`config.mk`:
```
export PLATFORM = sky130hd
export DESIGN_NAME = bf16_mul_pipe_flat
export DESIGN_NICKNAME = d
export VERILOG_FILES = /design/src/rtl/bf16_pkg.sv /design/src/rtl/bf16_mul_pipe_if.sv /design/src/rtl/bf16_mul_round.sv /design/src/rtl/bf16_mul_pipe.sv /design/src/flat_wrapper.sv
export SDC_FILE = /design/constraint.sdc
export NUM_CORES = 1
export LEC_CHECK = 0
export CAP_MARGIN = 30
export CELL_PAD_IN_SITES_DETAIL_PLACEMENT = 1
export CELL_PAD_IN_SITES_GLOBAL_PLACEMENT = 2
export CORE_ASPECT_RATIO = 1.2
export CORE_MARGIN = 3
export CORE_UTILIZATION = 30
export DETAILED_ROUTE_END_ITERATION = 12
export PLACE_DENSITY = 0.76
export SLEW_MARGIN = 40
export SYNTH_ARGS = -nofsm -noshare
export SYNTH_HDL_FRONTEND = slang
export SYNTH_SLANG_ARGS = --single-unit
export TNS_END_PERCENT = 5
```
`constraint.sdc`:
```
create_clock -name i_clk -period 4.5 [get_ports i_clk]
set_clock_uncertainty 0.1 [all_clocks]
set_input_delay 1.35 -clock i_clk [delete_from_list [all_inputs] [get_ports i_clk]]
set_output_delay 1.35 -clock i_clk [all_outputs]
set_load 0.01 [all_outputs]
```
`src/rtl/bf16_pkg.sv`:
```
// Shared BF16 definitions: field widths, class-flag bit positions, special
// encodings, exception bit positions and the operand/result classifier.
package bf16_pkg;

   localparam int NUM_WIDTH  = 16;
   localparam int EXP_WIDTH  = 8;
   localparam int SIG_WIDTH  = 7;
   localparam int FLAG_WIDTH = 4;
   localparam int BIAS       = 127;

   // One-hot class flag bit positions, {nan,zero,inf,norm}
   localparam int FLAG_NAN  = 3;
   localparam int FLAG_ZERO = 2;
   localparam int FLAG_INF  = 1;
   localparam int FLAG_NORM = 0;

   // Sticky exception bit positions, {invalid,overflow,underflow,inexact}
   localparam int EXC_INVALID   = 3;
   localparam int EXC_OVERFLOW  = 2;
   localparam int EXC_UNDERFLOW = 1;
   localparam int EXC_INEXACT   = 0;

   localparam logic [NUM_WIDTH-1:0] QNAN    = 16'h7FFF;
   localparam logic [NUM_WIDTH-2:0] INF_MAG = 15'h7F80;

   typedef logic [FLAG_WIDTH-1:0] flag_t;

   // Classify by exponent/fraction. Only an all-ones fraction counts as NaN;
   // any other all-ones exponent is infinity. A zero exponent is zero, which
   // also flushes subnormal operands.
   function automatic flag_t bf16_classify(input logic [EXP_WIDTH-1:0] e,
                                           input logic [SIG_WIDTH-1:0] f);
      flag_t fl;
      fl = '0;
      if (e == '1) begin
         if (f == '1) fl[FLAG_NAN] = 1'b1;
         else         fl[FLAG_INF] = 1'b1;
      end else if (e == '0) begin
         fl[FLAG_ZERO] = 1'b1;
      end else begin
         fl[FLAG_NORM] = 1'b1;
      end
      return fl;
   endfunction

endpackage

```
`src/rtl/bf16_mul_pipe_if.sv`:
```
// Operand/result stream bundle for bf16_mul_pipe. Names are from the
// multiplier's point of view (i_* flow into it, o_* flow out of it).
// valid/ready: a beat moves on a rising edge where valid and ready are both
// high; while valid is high and ready is low the sender holds its payload.
interface bf16_mul_pipe_if;
   import bf16_pkg::*;

   logic                 i_valid;
   logic                 o_ready;
   logic [NUM_WIDTH-1:0] i_a;
   logic [NUM_WIDTH-1:0] i_b;
   logic                 o_valid;
   logic                 i_ready;
   logic [NUM_WIDTH-1:0] o_data;
   flag_t                o_flag;

   modport slave (
      input  i_valid, i_a, i_b, i_ready,
      output o_ready, o_valid, o_data, o_flag
   );

   modport master (
      output i_valid, i_a, i_b, i_ready,
      input  o_ready, o_valid, o_data, o_flag
   );

endinterface

```
`src/rtl/bf16_mul_round.sv`:
```
// Final-stage normalise and round-to-nearest-even for the BF16 product.
// Takes the raw 16-bit significand product (value in [1,4)) and the biased
// exponent sum; returns the packed BF16 result with inf on overflow and a
// signed zero on underflow (no subnormal results).
module bf16_mul_round
   import bf16_pkg::*;
(
   input  logic                 i_sign,
   input  logic signed [9:0]    i_exp,
   input  logic [15:0]          i_prod,
   output logic [NUM_WIDTH-1:0] o_res,
   output logic                 o_ovf,
   output logic                 o_unf,
   output logic                 o_inexact
);

   logic [SIG_WIDTH-1:0] frac;
   logic                 guard;
   logic                 sticky;
   logic                 round_up;
   logic [SIG_WIDTH:0]   frac_sum;
   logic signed [9:0]    e_norm;
   logic signed [9:0]    e_rnd;

   // Normalise, round to nearest even, then range-check the exponent
   always_comb begin
      if (i_prod[15]) begin
         frac   = i_prod[14:8];
         guard  = i_prod[7];
         sticky = |i_prod[6:0];
         e_norm = i_exp + 10'sd1;
      end else begin
         frac   = i_prod[13:7];
         guard  = i_prod[6];
         sticky = |i_prod[5:0];
         e_norm = i_exp;
      end
      round_up = guard & (sticky | frac[0]);
      frac_sum = {1'b0, frac} + {{SIG_WIDTH{1'b0}}, round_up};
      // A carry out of the fraction leaves it at zero and bumps the exponent
      e_rnd    = frac_sum[SIG_WIDTH] ? (e_norm + 10'sd1) : e_norm;
      o_ovf    = (e_rnd >= 10'sd255);
      o_unf    = (e_rnd <= 10'sd0);
      o_inexact = guard | sticky | o_ovf | o_unf;
      if (o_ovf) begin
         o_res = {i_sign, INF_MAG};
      end else if (o_unf) begin
         o_res = {i_sign, {(NUM_WIDTH-1){1'b0}}};
      end else begin
         o_res = {i_sign, e_rnd[7:0], frac_sum[SIG_WIDTH-1:0]};
      end
   end

endmodule

```
`src/rtl/bf16_mul_pipe.sv`:
```
// Three-stage BF16 multiplier: S1 unpack/classify/special select,
// S2 8x8 significand product, S3 normalise/round into the output register.
// The whole pipe shifts together whenever the output is empty or being taken.
// Optional sticky exception flags when BF16_MUL_EXC_EN is defined.
module bf16_mul_pipe
   import bf16_pkg::*;
(
   input  logic i_clk,
   input  logic i_rst_n,
`ifdef BF16_MUL_EXC_EN
   input  logic       i_exc_clr,
   output logic [3:0] o_exc,
`endif
   bf16_mul_pipe_if.slave bus
);

   logic advance;

   flag_t cls_a;
   flag_t cls_b;
   logic  sel_nan;
   logic  sel_inf;
   logic  sel_zero;

   logic                 s1_valid_d, s1_valid_q;
   logic                 s1_sign_d, s1_sign_q;
   logic signed [9:0]    s1_exp_d, s1_exp_q;
   logic [7:0]           s1_sig_a_d, s1_sig_a_q;
   logic [7:0]           s1_sig_b_d, s1_sig_b_q;
   logic                 s1_special_d, s1_special_q;
   logic [NUM_WIDTH-1:0] s1_spec_val_d, s1_spec_val_q;

   logic                 s2_valid_d, s2_valid_q;
   logic                 s2_sign_d, s2_sign_q;
   logic signed [9:0]    s2_exp_d, s2_exp_q;
   logic [15:0]          s2_prod_d, s2_prod_q;
   logic                 s2_special_d, s2_special_q;
   logic [NUM_WIDTH-1:0] s2_spec_val_d, s2_spec_val_q;

   logic                 out_valid_d, out_valid_q;
   logic [NUM_WIDTH-1:0] out_data_d, out_data_q;
   flag_t                out_flag_d, out_flag_q;

   logic [NUM_WIDTH-1:0] rnd_res;
   logic                 rnd_ovf;
   logic                 rnd_unf;
   logic                 rnd_inexact;

   assign advance     = ~out_valid_q | bus.i_ready;
   assign bus.o_ready = advance;
   assign bus.o_valid = out_valid_q;
   assign bus.o_data  = out_data_q;
   assign bus.o_flag  = out_flag_q;

   // Classify both operands and decide which special result, if any, wins
   always_comb begin
      cls_a    = bf16_classify(bus.i_a[14:7], bus.i_a[6:0]);
      cls_b    = bf16_classify(bus.i_b[14:7], bus.i_b[6:0]);
      sel_nan  = cls_a[FLAG_NAN] | cls_b[FLAG_NAN]
               | (cls_a[FLAG_INF] & cls_b[FLAG_ZERO])
               | (cls_a[FLAG_ZERO] & cls_b[FLAG_INF]);
      sel_inf  = cls_a[FLAG_INF] | cls_b[FLAG_INF];
      sel_zero = cls_a[FLAG_ZERO] | cls_b[FLAG_ZERO];
   end

   bf16_mul_round u_round (
      .i_sign    (s2_sign_q),
      .i_exp     (s2_exp_q),
      .i_prod    (s2_prod_q),
      .o_res     (rnd_res),
      .o_ovf     (rnd_ovf),
      .o_unf     (rnd_unf),
      .o_inexact (rnd_inexact)
   );

   // Next-state for all three stages; everything holds unless the pipe advances
   always_comb begin
      s1_valid_d    = s1_valid_q;
      s1_sign_d     = s1_sign_q;
      s1_exp_d      = s1_exp_q;
      s1_sig_a_d    = s1_sig_a_q;
      s1_sig_b_d    = s1_sig_b_q;
      s1_special_d  = s1_special_q;
      s1_spec_val_d = s1_spec_val_q;
      s2_valid_d    = s2_valid_q;
      s2_sign_d     = s2_sign_q;
      s2_exp_d      = s2_exp_q;
      s2_prod_d     = s2_prod_q;
      s2_special_d  = s2_special_q;
      s2_spec_val_d = s2_spec_val_q;
      out_valid_d   = out_valid_q;
      out_data_d    = out_data_q;
      out_flag_d    = out_flag_q;
      if (advance) begin
         // S1: unpack and special select (NaN ignores sign)
         s1_valid_d   = bus.i_valid;
         s1_sign_d    = bus.i_a[15] ^ bus.i_b[15];
         s1_exp_d     = $signed({2'b00, bus.i_a[14:7]}) + $signed({2'b00, bus.i_b[14:7]})
                      - 10'(BIAS);
         s1_sig_a_d   = {1'b1, bus.i_a[6:0]};
         s1_sig_b_d   = {1'b1, bus.i_b[6:0]};
         s1_special_d = sel_nan | sel_inf | sel_zero;
         if (sel_nan)      s1_spec_val_d = QNAN;
         else if (sel_inf) s1_spec_val_d = {s1_sign_d, INF_MAG};
         else              s1_spec_val_d = {s1_sign_d, {(NUM_WIDTH-1){1'b0}}};
         // S2: significand product
         s2_valid_d    = s1_valid_q;
         s2_sign_d     = s1_sign_q;
         s2_exp_d      = s1_exp_q;
         s2_prod_d     = {8'b0, s1_sig_a_q} * {8'b0, s1_sig_b_q};
         s2_special_d  = s1_special_q;
         s2_spec_val_d = s1_spec_val_q;
         // S3: rounded or special result, class flag registered alongside
         out_valid_d = s2_valid_q;
         out_data_d  = s2_special_q ? s2_spec_val_q : rnd_res;
         out_flag_d  = bf16_classify(out_data_d[14:7], out_data_d[6:0]);
      end
   end

   // Pipeline registers; reset drops every in-flight item
   always_ff @(posedge i_clk) begin
      if (!i_rst_n) begin
         s1_valid_q    <= 1'b0;
         s1_sign_q     <= 1'b0;
         s1_exp_q      <= '0;
         s1_sig_a_q    <= '0;
         s1_sig_b_q    <= '0;
         s1_special_q  <= 1'b0;
         s1_spec_val_q <= '0;
         s2_valid_q    <= 1'b0;
         s2_sign_q     <= 1'b0;
         s2_exp_q      <= '0;
         s2_prod_q     <= '0;
         s2_special_q  <= 1'b0;
         s2_spec_val_q <= '0;
         out_valid_q   <= 1'b0;
         out_data_q    <= '0;
         out_flag_q    <= '0;
      end else begin
         s1_valid_q    <= s1_valid_d;
         s1_sign_q     <= s1_sign_d;
         s1_exp_q      <= s1_exp_d;
         s1_sig_a_q    <= s1_sig_a_d;
         s1_sig_b_q    <= s1_sig_b_d;
         s1_special_q  <= s1_special_d;
         s1_spec_val_q <= s1_spec_val_d;
         s2_valid_q    <= s2_valid_d;
         s2_sign_q     <= s2_sign_d;
         s2_exp_q      <= s2_exp_d;
         s2_prod_q     <= s2_prod_d;
         s2_special_q  <= s2_special_d;
         s2_spec_val_q <= s2_spec_val_d;
         out_valid_q   <= out_valid_d;
         out_data_q    <= out_data_d;
         out_flag_q    <= out_flag_d;
      end
   end

`ifdef BF16_MUL_EXC_EN
   logic [3:0] out_exc_d, out_exc_q;
   logic [3:0] o_exc_d, o_exc_q;

   assign o_exc = o_exc_q;

   // Per-result exception bits travel with the result; the sticky copy
   // accumulates only on an output transfer and a clear beats a same-cycle set
   always_comb begin
      out_exc_d = out_exc_q;
      if (advance) begin
         out_exc_d = '0;
         if (s2_valid_q) begin
            if (s2_special_q) begin
               out_exc_d[EXC_INVALID] = (s2_spec_val_q == QNAN);
            end else begin
               out_exc_d[EXC_OVERFLOW]  = rnd_ovf;
               out_exc_d[EXC_UNDERFLOW] = rnd_unf;
               out_exc_d[EXC_INEXACT]   = rnd_inexact;
            end
         end
      end
      o_exc_d = o_exc_q;
      if (out_valid_q && bus.i_ready) o_exc_d = o_exc_q | out_exc_q;
      if (i_exc_clr) o_exc_d = '0;
   end

   // Exception registers
   always_ff @(posedge i_clk) begin
      if (!i_rst_n) begin
         out_exc_q <= '0;
         o_exc_q   <= '0;
      end else begin
         out_exc_q <= out_exc_d;
         o_exc_q   <= o_exc_d;
      end
   end
`else
   logic unused_exc;
   assign unused_exc = rnd_ovf ^ rnd_unf ^ rnd_inexact;
`endif

endmodule

```
`src/flat_wrapper.sv`:
```
// flat-port wrapper written by rule: the top's interface ports become plain ports
module bf16_mul_pipe_flat import bf16_pkg::*;
  (i_clk, i_rst_n, bus_i_valid, bus_i_a, bus_i_b, bus_i_ready, bus_o_ready, bus_o_valid, bus_o_data, bus_o_flag);
  bf16_mul_pipe_if bus_i ();
  input  logic i_clk;
  input  logic i_rst_n;
  input wire logic [$bits(bus_i.i_valid)-1:0] bus_i_valid;
  input wire logic [$bits(bus_i.i_a)-1:0] bus_i_a;
  input wire logic [$bits(bus_i.i_b)-1:0] bus_i_b;
  input wire logic [$bits(bus_i.i_ready)-1:0] bus_i_ready;
  output wire logic [$bits(bus_i.o_ready)-1:0] bus_o_ready;
  output wire logic [$bits(bus_i.o_valid)-1:0] bus_o_valid;
  output wire logic [$bits(bus_i.o_data)-1:0] bus_o_data;
  output wire logic [$bits(bus_i.o_flag)-1:0] bus_o_flag;
  assign bus_i.i_valid = bus_i_valid;
  assign bus_i.i_a = bus_i_a;
  assign bus_i.i_b = bus_i_b;
  assign bus_i.i_ready = bus_i_ready;
  assign bus_o_ready = bus_i.o_ready;
  assign bus_o_valid = bus_i.o_valid;
  assign bus_o_data = bus_i.o_data;
  assign bus_o_flag = bus_i.o_flag;
  bf16_mul_pipe u_core (.i_clk(i_clk), .i_rst_n(i_rst_n), .bus(bus_i));
endmodule
```
; Yosys cells after proc, flatten, opt, wreduce, memory -nomap -nowiden
; Cells that the tools add are included.
[classes]
n_reduce_logical = 5
addsub = 5
n_eq_ne = 6
magnitude_cmp = 2
n_bitwise = 14
mul = 1
muxes = 30
[ops]
columns = cell, n
row1 = 15-bit 2-to-1 mux, 3
row2 = 16-bit 2-to-1 mux, 2
row3 = 8-bit == test (second input constant), 3
row4 = 8-bit logical NOT, 3
row5 = 1-bit 2-to-1 mux, 22
row6 = 7-bit == test (second input constant), 3
row7 = 10-bit by 2-bit adder with 10-bit output (second input constant), 2
row8 = 10-bit 2-to-1 mux, 2
row9 = 8-bit by 8-bit multiplier with 16-bit output, 1
row10 = 10-bit by 9-bit greater-or-equal comparator with 1-bit output (second input constant), 1
row11 = 10-bit by 1-bit less-or-equal comparator with 1-bit output (second input constant), 1
row12 = 10-bit by 8-bit subtractor with 10-bit output (second input constant), 1
row13 = 8-bit by 8-bit adder with 9-bit output, 1
row14 = 1-bit bitwise OR, 9
row15 = 7-bit by 1-bit adder with 8-bit output, 1
row16 = 7-bit 2-to-1 mux, 1
row17 = 7-bit OR reduction, 1
row18 = 6-bit OR reduction, 1
row19 = 1-bit bitwise AND, 3
row20 = 1-bit inverter, 1
row21 = 1-bit XOR, 1
[word_totals]
output_inout_bits = 22
reg_bits = 111

; Logic depth before layout (Yosys ltp)
[logic_depth]
depth_word = 13
mapped_depth = 18
ltp_nobuf = 18

; By module
; From an unflattened synthesis, not the netlist that was laid out.
[unflattened]
cells_unflattened = 832
hier_area_um2 = 6865.3
[by_module_without_submodules]
columns = module, n_inst, area_per_inst_um2, cells_per_inst
row1 = bf16_mul_pipe, 1, 5606.6, 659
row2 = bf16_mul_round, 1, 1258.7, 173

; Worst setup path before layout
; No wires, ideal clock.
[synth_path]
kind = register to register
start = register u_core.s1_sig_b_q[7]
end = register u_core.s2_prod_q[14]
synth_period_minus_slack_ps = 4449
path_buffers = 1
path_stages_with_launch = 16
required_time_ps = 4278
slack_ps = 51
arrival_ps = 4227
path_cell_list = dfxtp_1 clkbuf_1 nand2_1 fa_1 inv_1 fa_1 inv_1 fa_1 inv_1 fa_1 ha_1 or2_2 nand2_1 o2111ai_1 and3_1 a311o_1
[synth_between]
elab_chain_cells = 1
[synth_rtl]
columns = item, line_no
row1 = "start, declared", bf16_mul_pipe.sv:29  ; logic [7:0] s1_sig_b_d, s1_sig_b_q;
row2 = "start signal, assigned", bf16_mul_pipe.sv:144  ; s1_sig_b_q <= s1_sig_b_d;
row3 = 8-bit by 8-bit multiplier with 16-bit output, bf16_mul_pipe.sv:110  ; s2_prod_d = {8'b0, s1_sig_a_q} * {8'b0, s1_sig_b_q};
row4 = "end signal, assigned", bf16_mul_pipe.sv:150  ; s2_prod_q <= s2_prod_d;
row5 = "end, declared", bf16_mul_pipe.sv:36  ; logic [15:0] s2_prod_d, s2_prod_q;
; No other way between the ends.
; A chain may end at the register's enable or synchronous reset.

; Worst setup path after layout
[layout_path]
start = register u_core.s1_sig_a_q[2]
end = register u_core.s2_prod_q[14]
[layout_between]
elab_chain_cells = 1
[layout_rtl]
columns = item, line_no
row1 = "start, declared", bf16_mul_pipe.sv:28  ; logic [7:0] s1_sig_a_d, s1_sig_a_q;
row2 = "start signal, assigned", bf16_mul_pipe.sv:143  ; s1_sig_a_q <= s1_sig_a_d;
row3 = 8-bit by 8-bit multiplier with 16-bit output, bf16_mul_pipe.sv:110
; No other way between the ends.

==> flow_summary_export.csv <==
group,metric,value,unit
synthesis,syn_avg_cell_area,7.97,um2
synthesis,synth-xor-area-share,0.0591,
clocking,clock-sinks,84,
grt,grt.overflow.total,0,
power_and_ir_drop,swShare,0.310,
floorplan,die_area,23900,um2
clocking,htree_levels,3,
routing,ant_nets,0,
timing,max_clock_freq,234,MHz
grt,antenna_found_initial,0,
synthesis,synth.most_common_cell,"nand2_1",
timing,maxSlewHeadroom,0.471,
setup_path,cp_slowest_cell,"fa_1",
timing,fin_crit_sh,0.951,
setup_path,worstSetupPathType,"flop to flop",
finish,drive_above_1_share,0.0756,
power_and_ir_drop,p_sw,0.716,mW
clocking,cts_hold_buf,0,
synthesis,ys_types,59,
synthesis,synth_common_cells,"nand2_1, dfxtp_1, a21oi_1",
routing,drtIter0Drc,179,
synthesis,syn_area,6630,um2
timing,worst_pin_slew,0.794,ns
clocking,cts_tree,"built",
setup_path,cpPeakStageDelay,0.53,ns
placement,portBuffers,57,
clocking,postCtsSetupBuffers,0,
clocking,numCtsBuffers,9,
routing,firstDrtPassIters,4,
routing,avgViaCountPerCell,4.99,
floorplan,io_pins,58,
setup_path,crit_buf_inv,3,
synthesis,yosys_register_bits,84,
synthesis,synth_top_family_by_area,"simple AND/OR/NAND/NOR gates",
setup_path,critPathTopFamily,"adder cells",
setup_path,critPathArrivalTime,4.42,ns
floorplan,chipHeight,169,um
min_path,worstHoldEndpoint,"u_core.s2_prod_q[5]",
power_and_ir_drop,ir_worst_vdd,0.000218,V
flow_run,maxCapViolations,0,
synthesis,ys_warn_count,0,
status,outcome,"finished clean",
grt,grt_max_degree,77,
synthesis,ys_async_sr_fraction,0,
clocking,cts-root-buf,"clkbuf_16",
min_path,hold_path_startpoint,"u_core.s2_prod_q[5]",
synthesis,muxShareOfSynthArea,0.0119,
timing,holdWs,0.351,ns
finish,area_growth,18.2,%
power_and_ir_drop,clkPwrFrac,0.361,
synthesis,synth_edf_count,0,
finish,fill_cells,2609,
finish,num_antenna_cells,0,
clocking,path_clk_slew,0.06,ns
timing,min_period,4.28,ns
min_path,holdPathStages,2,
synthesis,synth_area_leaders,"dfxtp_1, fa_1, ha_1",
placement,gp_congestion,0.842,
floorplan,die_width,142,um
grt,grt_pass1_wl,30100,um
clocking,cts_resized,0,
min_path,hp-class,"flop to flop",
synthesis,synth-seq-area-share,0.254,
routing,wl_per_cell,15.6,um
timing,tns,0,ns
timing,setup_viol,0,
setup_path,reg2reg_depth,14,
finish,layout.cells.non_filler,1143,
finish,fin_nets,989,
placement,dp_hpwl,13800,um
synthesis,synth_compound_area_frac,0.171,
floorplan,start_util,0.311,
synthesis,synth_flop_cell,"dfxtp_1",
setup_path,crit_path_frequent_cell,"fa_1",
power_and_ir_drop,seqPwrFrac,0.385,
setup_path,startpoint_type,"flop",
floorplan,fp-row-count,58,
routing,drcViolationCount,0,
timing,maxSlewViolCount,0,
synthesis,synth.top_cell.area_share,0.254,
power_and_ir_drop,internal-power,1.59,mW
timing,hold_viol_final,0,
synthesis,yosys.area_share.simple,0.235,
grt,grtUsageTotal,0.152,
setup_path,cp_max_fo,9,
setup_path,rrSetupSlack,0.22,ns
floorplan,fp.coreArea,21300,um2
power_and_ir_drop,powerDensity,295,nW/um2
clocking,cts.path.max_buffers,2,
synthesis,yosys.area.top_type,"dfxtp_1",
synthesis,synthAdderAreaFrac,0.202,
power_and_ir_drop,pwr-share-comb,0.254,
power_and_ir_drop,p_leak,3.24,nW
setup_path,required,4.64,ns
routing,vias,5708,
grt,grt_pass1_vias,5874,
setup_path,r2r_start,"u_core.s1_sig_a_q[2]",
setup_path,r2r_end,"u_core.s2_prod_q[14]",
routing,wirelength,17800,um
synthesis,syn_inst,832,
clocking,clk_latency,0.35,ns
setup_path,crit_chain,"nand2_1 > fa_1 > inv_1 > fa_1 > inv_1 > fa_1 > inv_1 > fa_1 > ha_1 > or2_2 > nand2_1 > o2111ai_1 > and3_1 > a311o_1",
synthesis,syn_nets,953,
timing,rsz0062_at_grt,"true",
finish,utilization,0.367,
setup_path,end_kind,"flop",
placement,dp.cells,1127,
==> stage by stage <==
step / cell area, um2 / total power, mW / setup slack (ns)
6_report: 7840 / 2.31 / 0.222
5_1_grt: 7840 / 2.47 / -0.0298
4_1_cts: 7790 / 2.35 / 0.0759
3_5_place_dp: 7470 / 1.50 / 0.0844
3_3_place_gp: 7470 / 1.49 / 0.163
2_1_floorplan: 6630 / 1.29 / 0.0506
==> cell families (layout without fill, tap and decap cells) <==
kind of cell               count (synthesis)  in the layout
AOI/OAI and AO/OA                        175            175
xor gates and xnor gates                  43             43
adders and majority gates                 85             85
buffers and inverters                    113            154
DFF                                       84             84
muxes                                      7              7
and+or+nand+nor                          325            325
==> worst max path at each step <==
| stage | from | endpoint | slack (ns) | cells after the start |
|---|---|---|---|---|
| 3_5_place_dp | u_core.s1_sig_b_q[3] | u_core.s2_prod_q[15] | 0.08 | 18 |
| 2_1_floorplan | u_core.s1_sig_b_q[7] | u_core.s2_prod_q[14] | 0.05 | 15 |
| 3_3_place_gp | u_core.s1_sig_a_q[1] | u_core.s2_prod_q[14] | 0.16 | 14 |
| 4_1_cts | u_core.s1_sig_b_q[3] | u_core.s2_prod_q[15] | 0.08 | 18 |
| 5_1_grt | u_core.s1_sig_b_q[4] | u_core.s2_prod_q[9] | -0.03 | 19 |
| 6_report | u_core.s1_sig_a_q[2] | u_core.s2_prod_q[14] | 0.22 | 14 |
==> power groups by stage <==
stage | registers, mW | clock network [mW] | logic (mW)
after floorplan | 0.878 | 0 | 0.417
after global placement | 0.903 | 0 | 0.584
after detailed placement | 0.905 | 0 | 0.592
after CTS | 0.888 | 0.862 | 0.598
after global routing | 0.900 | 0.893 | 0.676
final | 0.889 | 0.833 | 0.588
==> cells in the final DEF, fill, tap and decap left out, types with 7 or more instances in the layout <==
| cell | Yosys | routed |
|---|---|---|
| clkbuf_16 | 0 | 9 |
| a21oi_1 | 79 | 78 |
| fa_1 | 37 | 37 |
| a211oi_1 | 14 | 12 |
| nor4_1 | 10 | 9 |
| o21ai_0 | 27 | 26 |
| and2_1 | 38 | 38 |
| inv_1 | 64 | 62 |
| nor3_1 | 10 | 10 |
| nand3_1 | 32 | 32 |
| ha_1 | 48 | 48 |
| dfxtp_1 | 84 | 75 |
| nand4_1 | 12 | 12 |
| nor2_1 | 37 | 36 |
| buf_4 | 3 | 17 |
| xnor2_1 | 27 | 27 |
| dfxtp_2 | 0 | 8 |
| a21o_1 | 7 | 7 |
| or3_1 | 8 | 8 |
| nand2_1 | 145 | 145 |
| xor2_1 | 14 | 14 |
| clkdlybuf4s50_1 | 0 | 57 |
==> state kept, by name (all words and copies together) (netlist names), 3 cells and up <==
signal / flops
u_core.s1_spec_val_q: 3
u_core.bus.o_data: 16
u_core.s2_prod_q: 16
u_core.bus.o_flag: 4
u_core.s2_exp_q: 10
u_core.s1_exp_q: 10
u_core.s1_sig_a_q: 7
u_core.s1_sig_b_q: 8
u_core.s2_spec_val_q: 3
==> metal layers <==
metal / vias up / wire length (um) / track usage
li1: 2894 / - / -
met4: 0 / 179 / 0.0359
met2: 67 / 8630 / 0.257
met3: 15 / 525 / 0.0240
met5: - / 0 / 0
met1: 2732 / 8450 / 0.203
==> worst register-to-register path: stages (launching register included) <==
cell and delay, ns:
dfxtp_2 0.40, nand2_1 0.10, fa_1 0.52, inv_1 0.06, fa_1 0.53, inv_1 0.05
fa_1 0.52, inv_1 0.05, fa_1 0.47, ha_1 0.34, or2_2 0.29, nand2_1 0.10
o2111ai_1 0.15, and3_1 0.17, a311o_1 0.30
==> final cells by class <==
cell class / count / area [um2] / share of cell area
sequential: 84 / 1700 / 0.216
multi-input combinational: 635 / 4540 / 0.579
clock inverter: 6 / 86.3 / 0.0110
tap: 270 / 338 / 0.0431
timing repair buffer: 74 / 698 / 0.0891
clock buffer: 10 / 239 / 0.0305
inverter: 64 / 240 / 0.0307
Power figures use the tool's default switching activity.
